--- src/rtl/spi_xfer_ctrl_mopshub_if.sv ---
// rtl/spi_xfer_ctrl_mopshub_if.sv - command bus between the transfer controller and the byte-level SPI master
//
// Purpose: carries the strobed command bus that the controller uses to feed bytes to the SPI master.
// Signals:
//   m_cs    chip select, high only together with m_wr or m_rd
//   m_wr    one-cycle write strobe (byte in m_wdata)
//   m_rd    one-cycle read strobe (byte returned on m_rdata)
//   m_addr  command address, 2'b00 selects the data register
//   m_wdata byte sent to the master
//   m_rdata combinational read data from the master
// Modports: master = controller side (drives the strobes), slave = SPI master side.
interface spi_xfer_ctrl_mopshub_if;
  logic       m_cs;
  logic       m_wr;
  logic       m_rd;
  logic [1:0] m_addr;
  logic [7:0] m_wdata;
  logic [7:0] m_rdata;

  modport master (
    output m_cs,
    output m_wr,
    output m_rd,
    output m_addr,
    output m_wdata,
    input  m_rdata
  );

  modport slave (
    input  m_cs,
    input  m_wr,
    input  m_rd,
    input  m_addr,
    input  m_wdata,
    output m_rdata
  );
endinterface

--- src/rtl/spi_xfer_ctrl_mopshub.sv ---
// rtl/spi_xfer_ctrl_mopshub.sv - multi-byte SPI transaction controller in front of a byte-level SPI master
//
// Purpose: accepts a 1..MAX_BYTES byte request, frames it with ssel_n, writes each byte to the
// SPI master, waits for the shift, reads the received byte back, and pulses done at the end.
// Ports:
//   clk, rst   system clock, asynchronous active-high reset
//   start      one-cycle request, honoured only in IDLE
//   nbytes     byte count (1..MAX_BYTES), sampled with start
//   tx_data    bytes to send, byte 0 in the top byte, sampled with start
//   busy       high from the cycle after an accepted start until done
//   done       one-cycle completion pulse
//   err        one-cycle pulse for a start with an illegal byte count
//   rx_data    received bytes, byte 0 in the top byte, unused bytes zero
//   ssel_n     active-low slave select framing the whole transaction
//   bus        command bus to the SPI master (master modport)
module spi_xfer_ctrl_mopshub #(
  parameter int MAX_BYTES   = 4,
  parameter int DIV         = 0,
  parameter int XFER_CYCLES = 18 * (DIV + 1) + 4,
  parameter int SS_GUARD    = 2
) (
  input  logic                   clk,
  input  logic                   rst,
  input  logic                   start,
  input  logic [2:0]             nbytes,
  input  logic [8*MAX_BYTES-1:0] tx_data,
  output logic                   busy,
  output logic                   done,
  output logic                   err,
  output logic [8*MAX_BYTES-1:0] rx_data,
  output logic                   ssel_n,
  spi_xfer_ctrl_mopshub_if.master bus
);

  localparam int DW   = 8 * MAX_BYTES;
  localparam int CMAX = (XFER_CYCLES > SS_GUARD) ? XFER_CYCLES : SS_GUARD;
  localparam int CW   = $clog2(CMAX + 1);
  localparam int IW   = (MAX_BYTES > 1) ? $clog2(MAX_BYTES) : 1;

  // Counters are loaded with N-1 and the state is left when they reach zero,
  // so each wait lasts exactly N cycles. SS_GUARD must be at least 1.
  localparam logic [CW-1:0] XFER_LOAD  = CW'(XFER_CYCLES - 1);
  localparam logic [CW-1:0] GUARD_LOAD = CW'(SS_GUARD - 1);
  localparam logic [3:0]    MAX_NB     = 4'(MAX_BYTES);

  typedef enum logic [2:0] {
    S_IDLE,
    S_SS_SETUP,
    S_LOAD,
    S_WAIT_TX,
    S_READ,
    S_DRAIN,
    S_SS_HOLD,
    S_DONE
  } state_t;

  state_t          state_q, state_d;
  logic [CW-1:0]   cnt_q, cnt_d;
  logic [IW-1:0]   idx_q, idx_d;
  logic [2:0]      nb_q, nb_d;
  logic [DW-1:0]   tx_q, tx_d;
  logic [DW-1:0]   rx_q, rx_d;
  logic            busy_q, busy_d;
  logic            done_q, done_d;
  logic            err_q, err_d;
  logic            ssel_n_q, ssel_n_d;
  logic            cs_q, cs_d;
  logic            wr_q, wr_d;
  logic            rd_q, rd_d;
  logic [1:0]      addr_q, addr_d;
  logic [7:0]      wdata_q, wdata_d;

  logic            nb_ok;
  logic            is_last;

  // Byte k of a word, byte 0 being the most significant.
  function automatic logic [7:0] byte_of(input logic [DW-1:0] v, input logic [IW-1:0] k);
    logic [DW-1:0] s;
    s = v << {k, 3'b000};
    return s[DW-1 -: 8];
  endfunction

  assign nb_ok   = (nbytes != 3'd0) && ({1'b0, nbytes} <= MAX_NB);
  assign is_last = (int'(idx_q) == int'(nb_q) - 1);

  always_comb begin
    state_d  = state_q;
    cnt_d    = cnt_q;
    idx_d    = idx_q;
    nb_d     = nb_q;
    tx_d     = tx_q;
    rx_d     = rx_q;
    busy_d   = busy_q;
    done_d   = 1'b0;
    err_d    = 1'b0;
    ssel_n_d = ssel_n_q;
    cs_d     = 1'b0;
    wr_d     = 1'b0;
    rd_d     = 1'b0;
    addr_d   = 2'b00;
    wdata_d  = wdata_q;

    case (state_q)
      S_IDLE: begin
        if (start) begin
          if (nb_ok) begin
            tx_d     = tx_data;
            nb_d     = nbytes;
            rx_d     = '0;
            idx_d    = '0;
            ssel_n_d = 1'b0;
            busy_d   = 1'b1;
            cnt_d    = GUARD_LOAD;
            state_d  = S_SS_SETUP;
          end else begin
            err_d = 1'b1;
          end
        end
      end

      // Strobes are registered: the write for a byte is requested on the
      // transition so that m_wr is high exactly while the state is LOAD.
      S_SS_SETUP: begin
        if (cnt_q == '0) begin
          cs_d    = 1'b1;
          wr_d    = 1'b1;
          wdata_d = byte_of(tx_q, idx_q);
          state_d = S_LOAD;
        end else begin
          cnt_d = cnt_q - CW'(1);
        end
      end

      S_LOAD: begin
        cnt_d   = XFER_LOAD;
        state_d = S_WAIT_TX;
      end

      S_WAIT_TX: begin
        if (cnt_q == '0) begin
          cs_d    = 1'b1;
          rd_d    = 1'b1;
          state_d = S_READ;
        end else begin
          cnt_d = cnt_q - CW'(1);
        end
      end

      // m_rd is high this cycle, so m_rdata holds the byte shifted in for byte idx.
      // The master also starts a dummy shift for the idle read, hence the drain wait.
      S_READ: begin
        for (int b = 0; b < MAX_BYTES; b++) begin
          if (idx_q == IW'(b)) begin
            rx_d[DW-1-8*b -: 8] = bus.m_rdata;
          end
        end
        cnt_d   = XFER_LOAD;
        state_d = S_DRAIN;
      end

      S_DRAIN: begin
        if (cnt_q == '0) begin
          if (is_last) begin
            cnt_d   = GUARD_LOAD;
            state_d = S_SS_HOLD;
          end else begin
            idx_d   = idx_q + IW'(1);
            cs_d    = 1'b1;
            wr_d    = 1'b1;
            wdata_d = byte_of(tx_q, idx_q + IW'(1));
            state_d = S_LOAD;
          end
        end else begin
          cnt_d = cnt_q - CW'(1);
        end
      end

      S_SS_HOLD: begin
        if (cnt_q == '0) begin
          ssel_n_d = 1'b1;
          busy_d   = 1'b0;
          done_d   = 1'b1;
          state_d  = S_DONE;
        end else begin
          cnt_d = cnt_q - CW'(1);
        end
      end

      S_DONE: begin
        state_d = S_IDLE;
      end

      default: begin
        state_d = S_IDLE;
      end
    endcase
  end

  always_ff @(posedge clk or posedge rst) begin
    if (rst) begin
      state_q  <= S_IDLE;
      cnt_q    <= '0;
      idx_q    <= '0;
      nb_q     <= '0;
      tx_q     <= '0;
      rx_q     <= '0;
      busy_q   <= 1'b0;
      done_q   <= 1'b0;
      err_q    <= 1'b0;
      ssel_n_q <= 1'b1;
      cs_q     <= 1'b0;
      wr_q     <= 1'b0;
      rd_q     <= 1'b0;
      addr_q   <= 2'b00;
      wdata_q  <= 8'h00;
    end else begin
      state_q  <= state_d;
      cnt_q    <= cnt_d;
      idx_q    <= idx_d;
      nb_q     <= nb_d;
      tx_q     <= tx_d;
      rx_q     <= rx_d;
      busy_q   <= busy_d;
      done_q   <= done_d;
      err_q    <= err_d;
      ssel_n_q <= ssel_n_d;
      cs_q     <= cs_d;
      wr_q     <= wr_d;
      rd_q     <= rd_d;
      addr_q   <= addr_d;
      wdata_q  <= wdata_d;
    end
  end

  assign busy        = busy_q;
  assign done        = done_q;
  assign err         = err_q;
  assign rx_data     = rx_q;
  assign ssel_n      = ssel_n_q;
  assign bus.m_cs    = cs_q;
  assign bus.m_wr    = wr_q;
  assign bus.m_rd    = rd_q;
  assign bus.m_addr  = addr_q;
  assign bus.m_wdata = wdata_q;

endmodule

--- src/flat_wrapper.sv ---
// flat-port wrapper written by rule: the top's interface ports become plain ports
module spi_xfer_ctrl_mopshub_flat 
#(
  parameter int MAX_BYTES   = 4,
  parameter int DIV         = 0,
  parameter int XFER_CYCLES = 18 * (DIV + 1) + 4,
  parameter int SS_GUARD    = 2
)
  (clk, rst, start, nbytes, tx_data, busy, done, err, rx_data, ssel_n, bus_m_cs, bus_m_wr, bus_m_rd, bus_m_addr, bus_m_wdata, bus_m_rdata);
  spi_xfer_ctrl_mopshub_if bus_i ();
  input  logic clk;
  input  logic rst;
  input  logic start;
  input  logic [2:0] nbytes;
  input  logic [8*MAX_BYTES-1:0] tx_data;
  output logic busy;
  output logic done;
  output logic err;
  output logic [8*MAX_BYTES-1:0] rx_data;
  output logic ssel_n;
  output wire logic [$bits(bus_i.m_cs)-1:0] bus_m_cs;
  output wire logic [$bits(bus_i.m_wr)-1:0] bus_m_wr;
  output wire logic [$bits(bus_i.m_rd)-1:0] bus_m_rd;
  output wire logic [$bits(bus_i.m_addr)-1:0] bus_m_addr;
  output wire logic [$bits(bus_i.m_wdata)-1:0] bus_m_wdata;
  input wire logic [$bits(bus_i.m_rdata)-1:0] bus_m_rdata;
  assign bus_m_cs = bus_i.m_cs;
  assign bus_m_wr = bus_i.m_wr;
  assign bus_m_rd = bus_i.m_rd;
  assign bus_m_addr = bus_i.m_addr;
  assign bus_m_wdata = bus_i.m_wdata;
  assign bus_i.m_rdata = bus_m_rdata;
  spi_xfer_ctrl_mopshub #(.MAX_BYTES(MAX_BYTES), .DIV(DIV), .XFER_CYCLES(XFER_CYCLES), .SS_GUARD(SS_GUARD)) u_core (.clk(clk), .rst(rst), .start(start), .nbytes(nbytes), .tx_data(tx_data), .busy(busy), .done(done), .err(err), .rx_data(rx_data), .ssel_n(ssel_n), .bus(bus_i));
endmodule
--- config.mk ---
export PLATFORM = sky130hd
export DESIGN_NAME = spi_xfer_ctrl_mopshub_flat
export DESIGN_NICKNAME = d
export VERILOG_FILES = /design/src/rtl/spi_xfer_ctrl_mopshub_if.sv /design/src/rtl/spi_xfer_ctrl_mopshub.sv /design/src/flat_wrapper.sv
export SDC_FILE = /design/constraint.sdc
export NUM_CORES = 1
export LEC_CHECK = 0
export ABC_AREA = 1
export CAP_MARGIN = 5
export CORE_MARGIN = 2
export CORE_UTILIZATION = 51
export DETAILED_ROUTE_END_ITERATION = 6
export PLACE_DENSITY = 0.8
export REMOVE_ABC_BUFFERS = 1
export SYNTH_ARGS = -nofsm -noshare
export SYNTH_HDL_FRONTEND = slang
export SYNTH_SLANG_ARGS = --single-unit
--- constraint.sdc ---
create_clock -name clk -period 3.5 [get_ports clk]
set_clock_uncertainty 0.2 [all_clocks]
set_input_delay 0.35 -clock clk [delete_from_list [all_inputs] [get_ports clk]]
set_output_delay 0.35 -clock clk [all_outputs]
set_load 0.03 [all_outputs]
==> PnR_summary.wiki <==
{| class="wikitable"
! Metric !! Value
|-
| Status || complete, no violations
|-
| Largest incremental delay on the critical path || 0.69 ns
|-
| Multi-input logic area || 1780 um^2
|-
| Hold WS || 0.199 ns
|-
| Routed length per placed instance || 13.7 um
|-
| Area added between synthesis and finish || 27.1%
|-
| Maximum frequency from static timing analysis || 0.396 GHz
|-
| Kind of cell adding the most delay to the critical path || simple AND/OR/NAND/NOR gates
|-
| Io pins || 95
|-
| Master of the slowest instance on the critical path || ha_1
|-
| Count of port buffers added during placement || 92
|-
| Cell at the root of the clock tree || clkbuf_8
|-
| Worst slew pin tran || 0.770 ns
|-
| Floorplan die width || 96.9 um
|-
| Die H || 96.9 um
|-
| Setup Viol. Count Final || 0
|-
| Routability cong. || 0.846
|-
| # diodes || 0
|-
| Post-Place Worst Slack || 0.964 ns
|-
| Mapped cell area || 4410 um^2
|-
| Dpl cells || 744
|-
| Antenna violations before repair || 0
|-
| # nets final || 703
|-
| Final max-slew violation count || 0
|-
| Detailed-route wire length || 10.4 mm
|-
| Net Sw Power || 0.572 mW
|-
| Total clock buffers created by CTS || 9
|-
| Share of cells above drive strength 1 || 0.0687
|-
| Cell count after synthesis || 562
|-
| TritonCTS clock tree || built
|-
| Floorplan die area || 9400 um^2
|-
| Critical path buffers and inverters || 1
|-
| RSZ-0062 raised after global routing || no
|-
| Critical path capture point type || flip-flop
|-
| Internal || 1.65 mW
|-
| Via count of the first global-routing pass || 3,914
|-
| Total of warnings raised by yosys || 0
|-
| Combinational fraction of design power || 0.126
|-
| Worst r2r path cells || 9
|-
| Setup TNS || 0 ns
|-
| Sequential group share of total power || 0.515
|-
| Leakage power of the design || 2.86 nW
|-
| Number of optimization iterations in the first detailed-route pass || 5
|-
| Largest net degree at the start of global routing || 50
|-
| Portion of the post-synthesis area used by sequential elements || 0.523
|-
| Antenna-violating nets left || 0
|-
| Launch point of the worst reg-to-reg path || u_core.state_q[2]
|-
| Number of hold-repair buffers added at the cts stage || 0
|-
| CTS H-Tree Depth || 3
|-
| Critical Setup Path Class || flip-flop to flip-flop
|-
| Number of vias in the routed layout || 3,848
|-
| GRT Resource Usage Total || 0.231
|-
| Worst setup SP type || flip-flop
|-
| Seq cells post-synth || 92
|-
| Cell Pwr Density || 396 nW/um^2
|-
| Worst Slack Setup Final || 0.977 ns
|-
| Worst IR drop on VDD || 0.242 mV
|-
| Via density || 5.06
|-
| Switching power share of the total || 0.258
|-
| Placement Cell Area || 5380 um^2
|-
| Count of filler cells inserted in the layout || 678
|-
| Setup Fix Bufs, Post-CTS || 0
|-
| Core utilization of the finished layout || 0.675
|-
| CP Data Arrival Time || 2.63 ns
|-
| DRC violation total after the first TritonRoute iteration || 195
|-
| Required time at the worst-slack endpoint || 3.60 ns
|-
| Max-capacitance violation count || 0
|-
| Cell repeated most along the worst path || nand2_1
|-
| Insertion delay of the later-clocked pin in the worst-skew pair || 0.36 ns
|-
| Worst flop-to-flop path endpoint || u_core.bus.m_wdata[2]
|-
| CTS resizes || 0
|-
| Distinct cell type count of the synthesized netlist || 28
|-
| Count of endpoints failing hold in the final timing report || 0
|-
| Remaining routing DRC violations || 0
|-
| Maximum root-to-sink buffer count || 2
|-
| Detailed Place HPWL || 7.56 mm
|-
| Core Footprint || 8300 um^2
|-
| Initial cell density of the core || 0.531
|-
| CTS Sinks || 92
|-
| Cell-by-cell trace of the critical path || inv_2, nor2_4, ha_1, nand2_1, o21ai_0, nand2_1, nand2_1, nand2_1, nand2_1
|-
| Wire length of the first global-routing pass || 17.9 mm
|-
| Classification of the worst-slack hold path || primary input to asynchronous set/reset pin
|-
| Clock network fraction of design power || 0.359
|-
| Slew Limit Headroom || 0.487
|-
| Tmin final || 2.52 ns
|-
| Final standard cell count with taps included and fillers excluded || 760
|-
| Final period utilization || 0.721
|-
| Footprint of the flip-flops and latches || 2300 um^2
|-
| Synthesized area per cell || 7.84 um^2
|-
| Num rows || 33
|-
| Clock slew at reported path FFs || 0.10 ns
|-
| Total congestion overflow || 0
|-
| Reg2reg setup slack || 0.98 ns
|-
| Crit-path max FO || 32
|-
| Total Power || 2.22 mW
|-
| Cell area after layout || 5600 um^2
|}
## state kept, by name (all words and copies together), names as in the netlist
register and count:
u_core.busy 1, u_core.cnt_q 5, u_core.tx_q 32, u_core.ssel_n 1, u_core.err 1, u_core.bus.m_rd 1
u_core.bus.m_cs 1, u_core.bus.m_wr 1, u_core.nb_q 3, u_core.done 1, u_core.state_q 3, u_core.rx_data 32
u_core.idx_q 2, u_core.bus.m_wdata 8
## cells in the mapped netlist, drive strengths merged
cell type  number  area (um^2)
nor2           22          108
nor3            2         10.0
o21a            2         15.0
inv            55          209
dfstp           1         26.3
xor2            1         8.76
ha              7         87.6
xnor2           2         17.5
conb            1         3.75
buf            11         87.6
o21ai          41          213
nand4           1         6.26
dfrtp          91         2280
clkbuf          7         26.3
nand3          58          295
nand2         257         1000
a21oi           3         15.0
## metal layers
metal / routed length [um] / vias to the layer above / share of wire / global-route usage
met5: 0 / - / 0 / 0
met4: 118 / 0 / 0.011 / 0.0704
met3: 536 / 13 / 0.051 / 0.0426
met2: 5320 / 129 / 0.51 / 0.409
met1: 4450 / 1794 / 0.43 / 0.289
li1: - / 1912 / - / -
## power by group through the flow
stage	clock network, mW	logic, mW	registers [mW]
detailed placement	0	0.282	1.16
finish	0.797	0.279	1.14
global route	0.854	0.306	1.15
floorplan	0	0.0981	1.21
global placement	0	0.273	1.16
CTS	0.810	0.283	1.14
## worst max path at each step
| stage | cells past startpoint | from | to |
|---|---|---|---|
| 2_1_floorplan | 1 | rst | u_core.bus.m_cs |
| 3_3_place_gp | 8 | nbytes[1] | u_core.rx_data[23] |
| 3_5_place_dp | 9 | nbytes[2] | u_core.rx_data[7] |
| 4_1_cts | 9 | u_core.state_q[2] | u_core.bus.m_wdata[2] |
| 5_1_grt | 8 | u_core.state_q[2] | u_core.bus.m_wdata[2] |
| 6_report | 9 | u_core.state_q[2] | u_core.bus.m_wdata[2] |
## worst reg2reg max path, delay by kind of cell (launching register included)
family	cells	cell delay, ns
compound gates	1	0.14
fa+ha+maj	1	0.69
buf+inv	1	0.15
flops	1	0.57
simple gates	6	0.71
## area by class of cell
class,count,share of cell area
tap,105,0.0235
clock inverter,7,0.0174
sequential,92,0.411
clock buffer,9,0.0221
timing repair buffer,94,0.169
multi-input combinational,398,0.319
inverter,55,0.0376
## cell usage in the layout (no fill, tap or decap)
| cell type | n |
|---|---|
| a21oi_1 | 3 |
| buf_12 | 1 |
| buf_4 | 1 |
| bufinv_16 | 2 |
| clkbuf_8 | 9 |
| clkdlybuf4s50_1 | 92 |
| clkinv_2 | 2 |
| clkinvlp_4 | 2 |
| conb_1 | 2 |
| dfrtp_1 | 91 |
| dfstp_2 | 1 |
| ha_1 | 7 |
| inv_1 | 48 |
| inv_2 | 5 |
| inv_4 | 1 |
| inv_6 | 2 |
| nand2_1 | 245 |
| nand2_2 | 11 |
| nand2_4 | 1 |
| nand3_1 | 57 |
| nand3_2 | 1 |
| nand4_1 | 1 |
| nor2_1 | 18 |
| nor2_2 | 1 |
| nor2_4 | 3 |
| nor3_1 | 2 |
| o21a_1 | 2 |
| o21ai_0 | 35 |
| o21ai_1 | 4 |
| o21ai_2 | 2 |
| xnor2_1 | 2 |
| xor2_1 | 1 |
## logic make-up after synthesis
logic type      count (synthesis)  share of synthesized area
other cells                     1                   0.000851
compound gates                 46                     0.0551
fa+ha+maj                       7                     0.0199
flops                          92                      0.523
buf+inv                        73                     0.0733
simple gates                  340                      0.322
xor+xnor                        3                    0.00597
Note: power is estimated with default switching activity, not from simulation.
